===== src/rtl/hazard_ctrl.sv =====
// ---------------------------------------------------------------------------
// hazard_ctrl
//   Central stall/flush sequencer for the five-stage Mach-V pipeline.
//   Resolves load-use hazards, branch mispredictions, multi-cycle (MUL/DIV)
//   execution and data-memory wait states, and keeps two saturating
//   performance counters.
//
// Ports
//   CLK, RESET            clock (rising edge), async active-low reset
//   MemtoRegE, RdE        E-stage load flag and destination register
//   Rs1D, Rs2D            D-stage source registers
//   MispredictE           branch in E resolved against its prediction
//   MCycleStartE          E-stage instruction is MUL/DIV
//   MCycleDone            multi-cycle result valid
//   MemStallM             data memory not ready in M
//   CntClr                synchronous clear of both counters
//   StallF..StallW        hold the stage register
//   FlushD, FlushE, FlushM load a bubble into the stage register
//   MCycleGoE             start strobe to the multi-cycle unit
//   StallCnt, FlushCnt    saturating event counters
// ---------------------------------------------------------------------------
module hazard_ctrl (
    input  logic        CLK,
    input  logic        RESET,
    input  logic        MemtoRegE,
    input  logic [4:0]  RdE,
    input  logic [4:0]  Rs1D,
    input  logic [4:0]  Rs2D,
    input  logic        MispredictE,
    input  logic        MCycleStartE,
    input  logic        MCycleDone,
    input  logic        MemStallM,
    input  logic        CntClr,
    output logic        StallF,
    output logic        StallD,
    output logic        StallE,
    output logic        StallM,
    output logic        StallW,
    output logic        FlushD,
    output logic        FlushE,
    output logic        FlushM,
    output logic        MCycleGoE,
    output logic [15:0] StallCnt,
    output logic [15:0] FlushCnt
);

    typedef enum logic {RUN = 1'b0, MC_BUSY = 1'b1} state_t;

    state_t state, state_nxt;
    logic   load_use;
    logic   flush_take;   // mispredict flush actually applied this cycle

    assign load_use = MemtoRegE && (RdE != 5'd0) &&
                      ((RdE == Rs1D) || (RdE == Rs2D));

    // State register
    always_ff @(posedge CLK or negedge RESET) begin
        if (!RESET) state <= RUN;
        else        state <= state_nxt;
    end

    // Next-state logic; a memory freeze holds everything, including a
    // pending start or a Done pulse (the unit keeps Done high until seen).
    always_comb begin
        state_nxt = state;
        if (!MemStallM) begin
            case (state)
                RUN:     if (MCycleStartE) state_nxt = MC_BUSY;
                MC_BUSY: if (MCycleDone)   state_nxt = RUN;
                default: state_nxt = RUN;
            endcase
        end
    end

    // Output logic
    always_comb begin
        StallF     = 1'b0;
        StallD     = 1'b0;
        StallE     = 1'b0;
        StallM     = 1'b0;
        StallW     = 1'b0;
        FlushD     = 1'b0;
        FlushE     = 1'b0;
        FlushM     = 1'b0;
        MCycleGoE  = 1'b0;
        flush_take = 1'b0;
        if (!RESET) begin
            // Fill the pipe with bubbles while held in reset.
            FlushD = 1'b1;
            FlushE = 1'b1;
            FlushM = 1'b1;
        end else if (MemStallM) begin
            StallF = 1'b1;
            StallD = 1'b1;
            StallE = 1'b1;
            StallM = 1'b1;
            StallW = 1'b1;
        end else begin
            case (state)
                MC_BUSY: begin
                    // On Done everything releases and the result moves to M.
                    if (!MCycleDone) begin
                        StallF = 1'b1;
                        StallD = 1'b1;
                        StallE = 1'b1;
                        FlushM = 1'b1;
                    end
                end
                default: begin
                    if (MCycleStartE) begin
                        MCycleGoE = 1'b1;
                        StallF    = 1'b1;
                        StallD    = 1'b1;
                        StallE    = 1'b1;
                        FlushM    = 1'b1;
                    end else if (MispredictE) begin
                        // D holds a wrong-path instruction, so a coincident
                        // load-use is irrelevant.
                        FlushD     = 1'b1;
                        FlushE     = 1'b1;
                        flush_take = 1'b1;
                    end else if (load_use) begin
                        StallF = 1'b1;
                        StallD = 1'b1;
                        FlushE = 1'b1;
                    end
                end
            endcase
        end
    end

    // Saturating counters; clear beats increment.
    always_ff @(posedge CLK or negedge RESET) begin
        if (!RESET) begin
            StallCnt <= 16'd0;
            FlushCnt <= 16'd0;
        end else if (CntClr) begin
            StallCnt <= 16'd0;
            FlushCnt <= 16'd0;
        end else begin
            if (StallF && (StallCnt != 16'hFFFF))     StallCnt <= StallCnt + 16'd1;
            if (flush_take && (FlushCnt != 16'hFFFF)) FlushCnt <= FlushCnt + 16'd1;
        end
    end

endmodule


===== config.mk =====
export PLATFORM = sky130hd
export DESIGN_NAME = hazard_ctrl
export DESIGN_NICKNAME = d
export VERILOG_FILES = /design/src/rtl/hazard_ctrl.sv
export SDC_FILE = /design/constraint.sdc
export NUM_CORES = 1
export LEC_CHECK = 0
export CORE_MARGIN = 2
export CORE_UTILIZATION = 25
export CTS_BUF_LIST = sky130_fd_sc_hd__clkbuf_16
export DETAILED_ROUTE_END_ITERATION = 10
export DONT_BUFFER_PORTS = 1
export SLEW_MARGIN = 20
export SYNTH_ARGS = -nofsm -noshare
export SYNTH_HDL_FRONTEND = slang
export SYNTH_SLANG_ARGS = --single-unit
export TNS_END_PERCENT = 50

===== constraint.sdc =====
create_clock -name CLK -period 3.2 [get_ports CLK]
set_clock_uncertainty 0.1 [all_clocks]
set_input_delay 0.96 -clock CLK [delete_from_list [all_inputs] [get_ports CLK]]
set_output_delay 0.96 -clock CLK [all_outputs]
set_load 0.01 [all_outputs]

---- Yosys cells after proc, flatten, opt, wreduce, memory -nomap -nowiden ----
Index checks and enable logic that the tools add are counted.
storage, ports and cells
  bits in latches ......................... 0
  memories kept ........................... 0
  bits of input ports ..................... 23
  bits in writable memories ............... 0
  flip-flop bits (word level) ............. 33
  ROM bits ................................ 0
  word-level logic and storage cells ...... 52
operators by class
  shift-type cells ........................ 0
  $add $sub $neg .......................... 2
  reductions and logical operators ........ 8
  muxes and demuxes ....................... 34
  equality and inequality tests ........... 4
  magnitude comparators ................... 0
  bitwise gates (word level) .............. 1
  divide/modulo/power cells ............... 0
  $mul .................................... 0
operators with widths
  cell                                           count
  2-to-1 mux 16 bit                              4
  adder 16 x 1 -> 16 bit, second input constant  2
  inequality test 16 bit, second input constant  2
  2-to-1 mux 1 bit                               29
  == test 5 bit                                  2
  nonzero test 5 bit                             1
  logical AND 1 bit                              4
  nonzero test 2 bit                             2
  one-hot mux 1 bit (2 select lines)             1
  logical OR 1 bit                               1
  inverter 1 bit                                 1

---- Logic depth before layout (Yosys ltp) ----
Gate-level depths: netlist of run 1.
  depth after elaboration ................. 12
  depth in mapped cells ................... 9
  gate-level depth less buffers ........... 7

---- Least setup slack after synthesis of run 1 ----
No wires, ideal clock.
  kind .................................... in2out
  start point ............................. input port RdE[1]
  end point ............................... output port StallF
  slack ................................... 0.057 ns
  cell stages on the path ................. 6
  arrival ................................. 2.083 ns
  path buffers ............................ 1
  cells stage by stage .................... or4_1 > o21ai_1 > inv_1 > nand2_1 > o21ai_0 > buf_4
between the ends
  cells in the longest elaborated chain, start to end .. 9
RTL lines
  item                                                   RTL line  source
  start: declaration                                     26        input logic [4:0] RdE,
  == test 5 bit or nonzero test 5 bit (tied branches)    54, 53
  logical OR 1 bit or logical AND 1 bit (tied branches)  54, 53
  logical AND 1 bit (*)                                  53        assign load_use = MemtoRegE && (RdE != 5'd0) &&
  2-to-1 mux 1 bit (*) (6 in a row)                      -
  end: declaration                                       34        output logic StallF,
Every way passes the cells marked *; elsewhere a longest branch is shown, timed or not.

---- Worst setup path in the final report of run 1 ----
  start point ............................. input port RdE[1]
  end point ............................... output port StallD
between the ends
  cells in the longest elaborated chain, start to end .. 9
RTL lines
  item                                                   RTL line  source
  == test 5 bit or nonzero test 5 bit (tied branches)    54, 53
  logical OR 1 bit or logical AND 1 bit (tied branches)  54, 53
  logical AND 1 bit (*)                                  53
  2-to-1 mux 1 bit (*)                                   122       end else if (load_use) begin
  2-to-1 mux 1 bit (*)                                   116       end else if (MispredictE) begin
  2-to-1 mux 1 bit (*)                                   110       if (MCycleStartE) begin
  2-to-1 mux 1 bit (*)                                   99        case (state)
  2-to-1 mux 1 bit (*)                                   92        end else if (MemStallM) begin
  2-to-1 mux 1 bit (*)                                   87        if (!RESET) begin
  end: declaration                                       35        output logic StallD,
Marked as above.

==> results of run 1 <==
-- final cells by class --
cell class | count | share of cell area [%]
Multi-Input combinational cell | 169 | 47.5
Inverter | 7 | 1.22
Timing Repair Buffer | 2 | 0.696
Tap cell | 102 | 5.91
Clock inverter | 3 | 0.638
Sequential cell | 33 | 38.3
Clock buffer | 5 | 5.80
-- cell usage in the layout (no fill, tap or decap) --
cell type / count
a21oi_1: 16
a21oi_2: 1
a31o_2: 1
a31oi_1: 1
and2_1: 2
and2b_1: 1
and3_1: 1
and4_1: 2
buf_4: 2
clkbuf_16: 5
clkinv_2: 2
dfrtp_1: 33
ha_1: 2
inv_1: 8
mux2i_1: 2
nand2_1: 20
nand3_1: 12
nand4_1: 10
nand4_2: 1
nor2_1: 23
nor2b_1: 1
nor3_1: 4
nor3_2: 1
nor4_1: 4
nor4_2: 1
o21ai_0: 4
o21ai_1: 9
o22ai_2: 1
o31ai_1: 5
or2_2: 2
or3_1: 11
or4_1: 5
xnor2_1: 15
xor2_1: 11
-- registers in the layout (all words and copies together), names as in the netlist --
| name | cells |
|---|---|
| state | 1 |
| FlushCnt | 16 |
| StallCnt | 16 |
-- report_power, final --
group | total, mW | internal (mW) | switching, mW
logic | 0.0642 | 0.0276 | 0.0366
registers | 0.435 | 0.424 | 0.0111
clock network | 0.445 | 0.282 | 0.163
total | 0.944 | 0.733 | 0.211
-- stage by stage --
step / instances / worst slack, ps
global route: 321 / 20.1
global placement: 313 / 111
CTS: 321 / 107
detailed placement: 313 / 109
floorplan: 218 / 56.6
finish: 321 / 109
-- kinds of logic (layout without fill, tap and decap cells) --
group	after synthesis	in the layout
buffers and inverters	16	17
and+or+nand+nor	101	101
AOI/OAI and AO/OA	38	38
adders and majority gates	2	2
xor gates and xnor gates	26	26
DFF	33	33
muxes	2	2
-- per-layer routing --
metal,up-vias,global-route usage [%],part of all wire [%]
met5,-,0,0
met4,0,2.36,0.52
met3,2,4.35,5.9
met2,29,18.3,50
met1,740,13.6,44
li1,774,-,-
-- worst paths after layout --
path	startpoint	end	slack, ps
max	RdE[1]	StallD	110
min	RESET	StallCnt[6]	280
max reg2reg	StallCnt[3]	StallCnt[1]	830
min reg2reg	state	state	510
max in group asynchronous	RESET	FlushCnt[13]	2630
min in group CLK	state	state	510
==> summary.md, run 1 <==
| Metric | Value |
|---|---|
| Status | `finished, final reports clean` |
| Worst Tran Pin Value | `624 ps` |
| Final worst-path cycle share | `96.6%` |
| Initial DRC Count | `40` |
| Mux cell area share after synthesis | `1.03%` |
| Stages on worst setup path | `6` |
| Post-CTS Setup Bufs | `0` |
| Min Hold Slack | `279 ps` |
| Delay-heaviest family, CP | `simple AND/OR/NAND/NOR gates` |
| Total track usage | `11.0%` |
| Asr flop ratio synth | `100%` |
| Multi-input gate area | `0.00102 mm2` |
| Syn_nets | `243` |
| Core Region | `0.00761 mm2` |
| Vias | `1545` |
| Simple-gate portion of the synthesized area | `27.6%` |
| Total power | `944 uW` |
| Synth Area in Compound Gates | `11.3%` |
| CTS buffer count | `5` |
| Most numerous cell in the Yosys netlist | `dfrtp_1` |
| Post-synth EDFFs | `0` |
| Post-synth top area share | `42.7%` |
| Final WL | `4460 um` |
| Row Count | `32` |
| Crit-path cells | `or4_1 -> o21ai_1 -> inv_1 -> nand2_1 -> o21ai_0 -> buf_4` |
| Initial Utilization | `25.4%` |
| Clk root buf | `clkbuf_16` |
| Max-slew violations | `0` |
| Max Cap Violations | `0` |
| Worst Reg-to-Reg Cells | `7` |
| Final Util | `28.4%` |
| Layout Nets | `243` |
| Largest cells by area after synthesis | `dfrtp_1 43%, xnor2_1 6.8%, xor2_1 5.0%, nor2_1 4.5%, a21oi_1 4.1%` |
| Final hold viol count | `0` |
| Share of post-route cells with drive strength above 1 | `7.76%` |
| Pin count of the biggest net entering global routing | `42` |
| CTS tree | `built` |
| Initial antenna violation count | `0` |
| Die width | `92.0 um` |
| RSZ-0062 raised after global routing | `no` |
| Gr ovfl total | `0` |
| CP required | `2140 ps` |
| Vias in the first global route | `1507` |
| Number of port buffers | `0` |
| Detailed-placement wirelength estimate | `3230 um` |
| Drt pass-1 iters | `4` |
| Routed wire length per instance | `13.9 um` |
| Crit. End Element | `output pin` |
| Diode count | `0` |
| Vias per Instance | `4.81` |
| Syn. warnings | `0` |
| Number of cells upsized or downsized after cts | `0` |
| Netlist Area Pre-Place | `0.00193 mm2` |
| P_leak | `0.819 nW` |
| Clk sinks | `33` |
| Synth Area in XOR/XNOR | `11.8%` |
| Post-synthesis sequential area ratio | `42.7%` |
| Setup_tns | `0 ps` |
| First-pass GRT wire length | `7580 um` |
| Main synth FF type | `dfrtp_1` |
| Crit-path max FO | `3` |
| Largest family of logic cells by synthesized area | `simple AND/OR/NAND/NOR gates` |
| Post-route DRC | `0` |
| Die H | `92.0 um` |
| Remaining antenna violation count | `0` |
| Crit start category | `primary input` |
| WS Path Type | `in2out` |
| PwrDens | `437 mW/mm2` |
| Die area | `0.00846 mm2` |
| Flops & latches, synth | `33` |
| Cell variety after synth | `36` |
| Synth Instances | `218` |
| Headroom to the max-slew limit | `58.0%` |
| Avg Inst Size Synth | `8.87 um2` |
| Hold Path Class | `in2async` |
| CP max stage cell | `or4_1` |
| Worst Path Arrival | `2030 ps` |
| Yosys top cell by area | `dfrtp_1` |
| CP Buf/Inv Count | `2` |
| Routability congestion estimate from global placement | `0.722` |
| Synth cell count leaders | `33 x dfrtp_1, 23 x nor2_1, 20 x nand2_1` |
| Post-Layout Inst Area | `0.00216 mm2` |
| Worst-skew pair later-pin latency | `270 ps` |
| CP peak stage delay | `510 ps` |
| Io pins | `64` |
| Endpoints failing setup | `0` |
| Clk slew on worst S/H paths | `60 ps` |
| Achievable Freq | `324 MHz` |
| Filler cell count | `822` |
| Layout area overhead | `11.6%` |
| Post-Synth Adder-Cell Area | `1.29%` |
| H-tree Lvls | `2` |
| Sequential cell area | `826 um2` |
| CTS Hold Bufs | `0` |
| Placed inst area | `0.00202 mm2` |
| Largest buffer count on any clock path | `2` |
| Final Critical Period | `3090 ps` |
| Peak supply drop | `0.226 mV` |
Note: power is estimated with default switching activity, not from simulation.
==> run 2: changes to the inputs <==
ABC_AREA = 1   (was default)
CAP_MARGIN = 20   (was default)
==> summary.md, run 2 <==
| Metric | Value |
|---|---|
| PwrDens | `374 mW/mm2` |
| P_leak | `1.34 nW` |
| Flop pwr share | `44.8%` |
| Diode count | `0` |
| CTS Hold Bufs | `0` |
| Post-route DRC | `0` |
| Io pins | `64` |
| Core Region | `0.00928 mm2` |
| Synth Instances | `345` |
| Vias in the first global route | `2207` |
| Met1 global-route usage | `15.5%` |
| Row Count | `35` |
| Routed wire length per instance | `13.4 um` |
| Largest regs | `FlushCnt: 16 flops, StallCnt: 16 flops, state: 1 flops` |
| Netlist Area Pre-Place | `0.00239 mm2` |
| Peak supply drop | `0.175 mV` |
| Gr ovfl total | `0` |
| Crit-path max FO | `5` |
| Total track usage | `12.6%` |
| Initial antenna violation count | `0` |
| Drt pass-1 iters | `4` |
| Avg Inst Size Synth | `6.93 um2` |
| Clk sinks | `33` |
| Die width | `102 um` |
| Commonest non-fill, non-tap cell in the layout | `nand2_1` |
| Endpoints failing setup | `0` |
| Clk slew on worst S/H paths | `50 ps` |
| Final Critical Period | `2760 ps` |
| Met2 usage | `20.2%` |
| Asr flop ratio synth | `100%` |
| CP required | `2140 ps` |
| Yosys top cell by area | `dfrtp_1` |
| R2r startpoint | `StallCnt[0]` |
| Most frequent cells in the layout | `88 x nand2_1, 50 x inv_1, 44 x nand3_1, 33 x dfrtp_1, 26 x nand4_1` |
| CTS buffer count | `5` |
| Net switching fraction of the power | `25.8%` |
| Worst Path Arrival | `1700 ps` |
| Die area | `0.0104 mm2` |
| Hold Path Class | `in2async` |
| Crit start category | `primary input` |
| Layout area overhead | `9.99%` |
| Flops & latches, synth | `33` |
| Pin count of the biggest net entering global routing | `43` |
| Clock share of power | `46.4%` |
| Die H | `102 um` |
| Crit. End Element | `output pin` |
| Max-slew violations | `0` |
| Largest buffer count on any clock path | `2` |
| Remaining antenna violation count | `0` |
| Detailed-placement wirelength estimate | `4490 um` |
| Clk root buf | `clkbuf_16` |
| Total power | `983 uW` |
| Setup_tns | `0 ps` |
| Final Util | `28.3%` |
| Gr busiest metal | `met2` |
| Met3 Use GR | `4.65%` |
| CTS tree | `built` |
| Number of cells upsized or downsized after cts | `0` |
| Vias per Instance | `4.86` |
| Sequential cell area | `826 um2` |
| Synth cell count leaders | `88 x nand2_1, 49 x inv_1, 44 x nand3_1` |
| Number of port buffers | `0` |
| H-tree Lvls | `2` |
| Min Hold Slack | `274 ps` |
| Crit. Startpoint | `MemStallM` |
| Headroom to the max-slew limit | `71.5%` |
| Initial Utilization | `25.8%` |
| Status | `finished, final reports clean` |
| Syn. warnings | `0` |
| Int Pwr | `729 uW` |
| Vias | `2295` |
| Post-synthesis sequential area ratio | `34.5%` |
| Worst Tran Pin Value | `427 ps` |
| WS Path Type | `in2out` |
| Post-synth EDFFs | `0` |
| Filler cell count | `1028` |
| Largest cells by area after synthesis | `dfrtp_1 35%, nand2_1 14%, nand3_1 9.2%, inv_1 7.7%, nand4_1 6.8%` |
| Syn_nets | `370` |
| Initial DRC Count | `123` |
| Layout Nets | `368` |
| Max Cap Violations | `0` |
| Achievable Freq | `363 MHz` |
| Main synth FF type | `dfrtp_1` |
| Share of post-route cells with drive strength above 1 | `6.12%` |
| Most numerous cell in the Yosys netlist | `nand2_1` |
| Routability congestion estimate from global placement | `0.864` |
| RSZ-0062 raised after global routing | `no` |
| Worst-skew pair later-pin latency | `280 ps` |
| Post-CTS Setup Bufs | `0` |
| Final worst-path cycle share | `86.2%` |
| Cell variety after synth | `32` |
| First-pass GRT wire length | `10400 um` |
| Post-synth top area share | `34.5%` |
| Combinational power share | `8.8%` |
| Sw power | `254 uW` |
| Final WL | `6310 um` |
| Final hold viol count | `0` |
| Multi-input gate area | `0.00130 mm2` |
run 2: changes by cell type after synthesis, moves of 6 or more:
| cell | change |
|---|---|
| xnor2_1 | -12 |
| or3_1 | -11 |
| xor2_1 | +6 |
| nor3_1 | +8 |
| nand3_1 | +32 |
| nand2_1 | +68 |
| nand4_1 | +16 |
| inv_1 | +42 |
| a21oi_1 | -13 |
run 2: power by group through the flow:
| stage | sequential, mW | clock, mW | combinational [mW] |
|---|---|---|---|
| 2_1_floorplan | 0.444 | 0 | 0.0747 |
| 3_3_place_gp | 0.448 | 0 | 0.0849 |
| 3_5_place_dp | 0.449 | 0 | 0.0862 |
| 4_1_cts | 0.441 | 0.470 | 0.0867 |
| 5_1_grt | 0.443 | 0.488 | 0.0979 |
| 6_report | 0.441 | 0.456 | 0.0863 |
run 2: metal layers:
layer / wire length, um / part of all wire (%)
met5: 0 / 0
met4: 79 / 1.3
met3: 510 / 8.1
met2: 2990 / 47
met1: 2720 / 43
run 2: layout make-up:
type / instances / area share, %
inverter: 53 / 7.56
clock buffer: 5 / 4.76
multi-input combinational: 248 / 49.3
tap: 129 / 6.13
timing repair buffer: 2 / 0.571
clock inverter: 2 / 0.285
sequential: 33 / 31.4
run 2: cell families after synthesis:
| group | synth area share [%] |
|---|---|
| adder cells (fa/ha/maj) | 1.05 |
| buffers and inverters | 11.2 |
| flip-flops | 34.5 |
| AO/OA/AOI/OAI | 5.91 |
| XOR/XNOR | 7.32 |
| AND/OR/NAND/NOR | 40.0 |
run 2: worst paths after layout:
kind                                    end  slack, ps  depth (start not counted)
max in group asynchronous       StallCnt[3]       2640                          0
min in group CLK                      state        510                          2
worst min register to register        state        510                          2
worst max register to register  StallCnt[0]        990                          9
worst max-delay path                 FlushE        440                          4
worst min-delay path            FlushCnt[6]        270                          0
run 2: through the flow:
stage | cell area [um2] | std cells | setup WS, ps
floorplan | 2390 | 345 | 227
global placement | 2500 | 465 | 500
detailed placement | 2500 | 465 | 472
CTS | 2630 | 472 | 471
global route | 2630 | 472 | 392
finish | 2630 | 472 | 443
run 2: critical path: stages:
cell,delay (ps)
nor3_1,290
nand2_1,140
nand2_1,150
a31o_2,150
==> run 3: changes to the inputs <==
ABC_AREA = default   (was 1)
CORE_MARGIN = default   (was 2)
==> summary.md, run 3 (same netlist as run 1, synthesis figures left out) <==
| Metric | Value |
|---|---|
| Min Hold Slack | `280 ps` |
| Sequential cell area | `826 um2` |
| Max-slew violations | `0` |
| Crit start category | `primary input` |
| Detailed-placement wirelength estimate | `3230 um` |
| Routability congestion estimate from global placement | `0.717` |
| Row Count | `31` |
| Die area | `0.00809 mm2` |
| Worst Tran Pin Value | `577 ps` |
| Initial antenna violation count | `0` |
| Multi-input gate area | `0.00103 mm2` |
| First-pass GRT wire length | `7550 um` |
| Setup_tns | `0 ps` |
| Headroom to the max-slew limit | `61.2%` |
| RSZ-0062 raised after global routing | `no` |
| Drt pass-1 iters | `4` |
| Max Cap Violations | `0` |
| Gr ovfl total | `0` |
| PwrDens | `439 mW/mm2` |
| Initial Utilization | `26.2%` |
| Worst Reg-to-Reg Cells | `7` |
| Share of post-route cells with drive strength above 1 | `9.05%` |
| Most frequent cells in the layout | `33 x dfrtp_1, 23 x nor2_1, 20 x nand2_1, 16 x a21oi_1, 15 x xnor2_1` |
| Dpl ws | `53.1 ps` |
| Layout area overhead | `12.4%` |
| R2R setup slack | `870 ps` |
| Setup ws final | `97.3 ps` |
| Routed wire length per instance | `14.1 um` |
| Filler cell count | `796` |
| Vias per Instance | `5.01` |
| Die width | `90.0 um` |
| Total track usage | `11.6%` |
| Worst Path Arrival | `2040 ps` |
| Remaining antenna violation count | `0` |
| CTS buffer count | `5` |
| Initial DRC Count | `39` |
| Vias in the first global route | `1524` |
| Diode count | `0` |
| Io pins | `64` |
| Clk root buf | `clkbuf_16` |
| Pin count of the biggest net entering global routing | `42` |
| P_leak | `0.830 nW` |
| Final WL | `4530 um` |
| Final Util | `29.5%` |
| Vias | `1603` |
| Commonest non-fill, non-tap cell in the layout | `dfrtp_1` |
| Final worst-path cycle share | `97.0%` |
| Final Critical Period | `3100 ps` |
| Largest buffer count on any clock path | `2` |
| Achievable Freq | `322 MHz` |
| CTS Hold Bufs | `0` |
| Worst-skew pair later-pin latency | `270 ps` |
| Crit. End Element | `output pin` |
| Crit-path max FO | `3` |
| Largest regs | `FlushCnt: 16 flops, StallCnt: 16 flops, state: 1 flops` |
| Post-route DRC | `0` |
| Total power | `954 uW` |
| Layout Nets | `245` |
| H-tree Lvls | `2` |
| Clk slew on worst S/H paths | `50 ps` |
| Hold Path Class | `in2async` |
| Die H | `90.0 um` |
| CTS tree | `built` |
| Status | `finished, final reports clean` |
| CP required | `2140 ps` |
| Core Region | `0.00737 mm2` |
| WS Path Type | `in2out` |
| Endpoints failing setup | `0` |
| Clk sinks | `33` |
| Number of port buffers | `0` |
| Final hold viol count | `0` |
| Peak supply drop | `0.157 mV` |
## run 3: cell count changes in the layout (fill, tap and decap cells not counted), sizes merged, moves of 12 or more
cell and change:
xnor2 +12, a21oi +14, nand3 -32, nand4 -15, nand2 -72, inv -45
## run 3: final timing paths
| path | start | end |
|---|---|---|
| min in group CLK | state | state |
| min | RESET | StallCnt[0] |
| max reg2reg | StallCnt[3] | StallCnt[1] |
| min reg2reg | state | state |
| max | RdE[1] | StallF |
| max in group asynchronous | RESET | state |
## run 3: repair_timing
| action | in CTS | in global routing |
|---|---|---|
| resized for setup | 0 | 1 |
| endpoints found under the setup margin | 0 | 2 |
| setup buffers | 0 | 0 |
## run 3: worst max-delay path, cell delays in order
cell and delay (ps):
or4_1 530, o21ai_2 150, inv_1 80, nand2_1 60, o21ai_0 70, buf_4 180
## run 3: cell type report
| cell class | count | area share (%) |
|---|---|---|
| Multi-Input combinational cell | 169 | 47.3 |
| Sequential cell | 33 | 38.0 |
| Clock buffer | 5 | 5.76 |
| Tap cell | 99 | 5.70 |
| Timing Repair Buffer | 4 | 1.38 |
| Inverter | 7 | 1.21 |
| Clock inverter | 3 | 0.633 |
## run 3: metrics by stage
stage                     instance area [um2]  instances
after global routing                     2170        320
after CTS                                2170        320
after global placement                   2030        312
after floorplan                          1930        218
final                                    2170        320
after detailed placement                 2030        312
## run 3: where the power goes
group | internal [mW] | leakage, nW | switching, mW | total [mW]
logic | 0.0292 | 0.298 | 0.0372 | 0.0663
clock network | 0.282 | 0.0748 | 0.171 | 0.453
registers | 0.424 | 0.457 | 0.0105 | 0.434
## run 3: layer usage
| metal | share of wire, % | track usage, % |
|---|---|---|
| met2 | 50 | 20.1 |
| met4 | 0.46 | 3.23 |
| met5 | 0 | 0 |
| met3 | 7.3 | 4.82 |
| met1 | 43 | 13.0 |
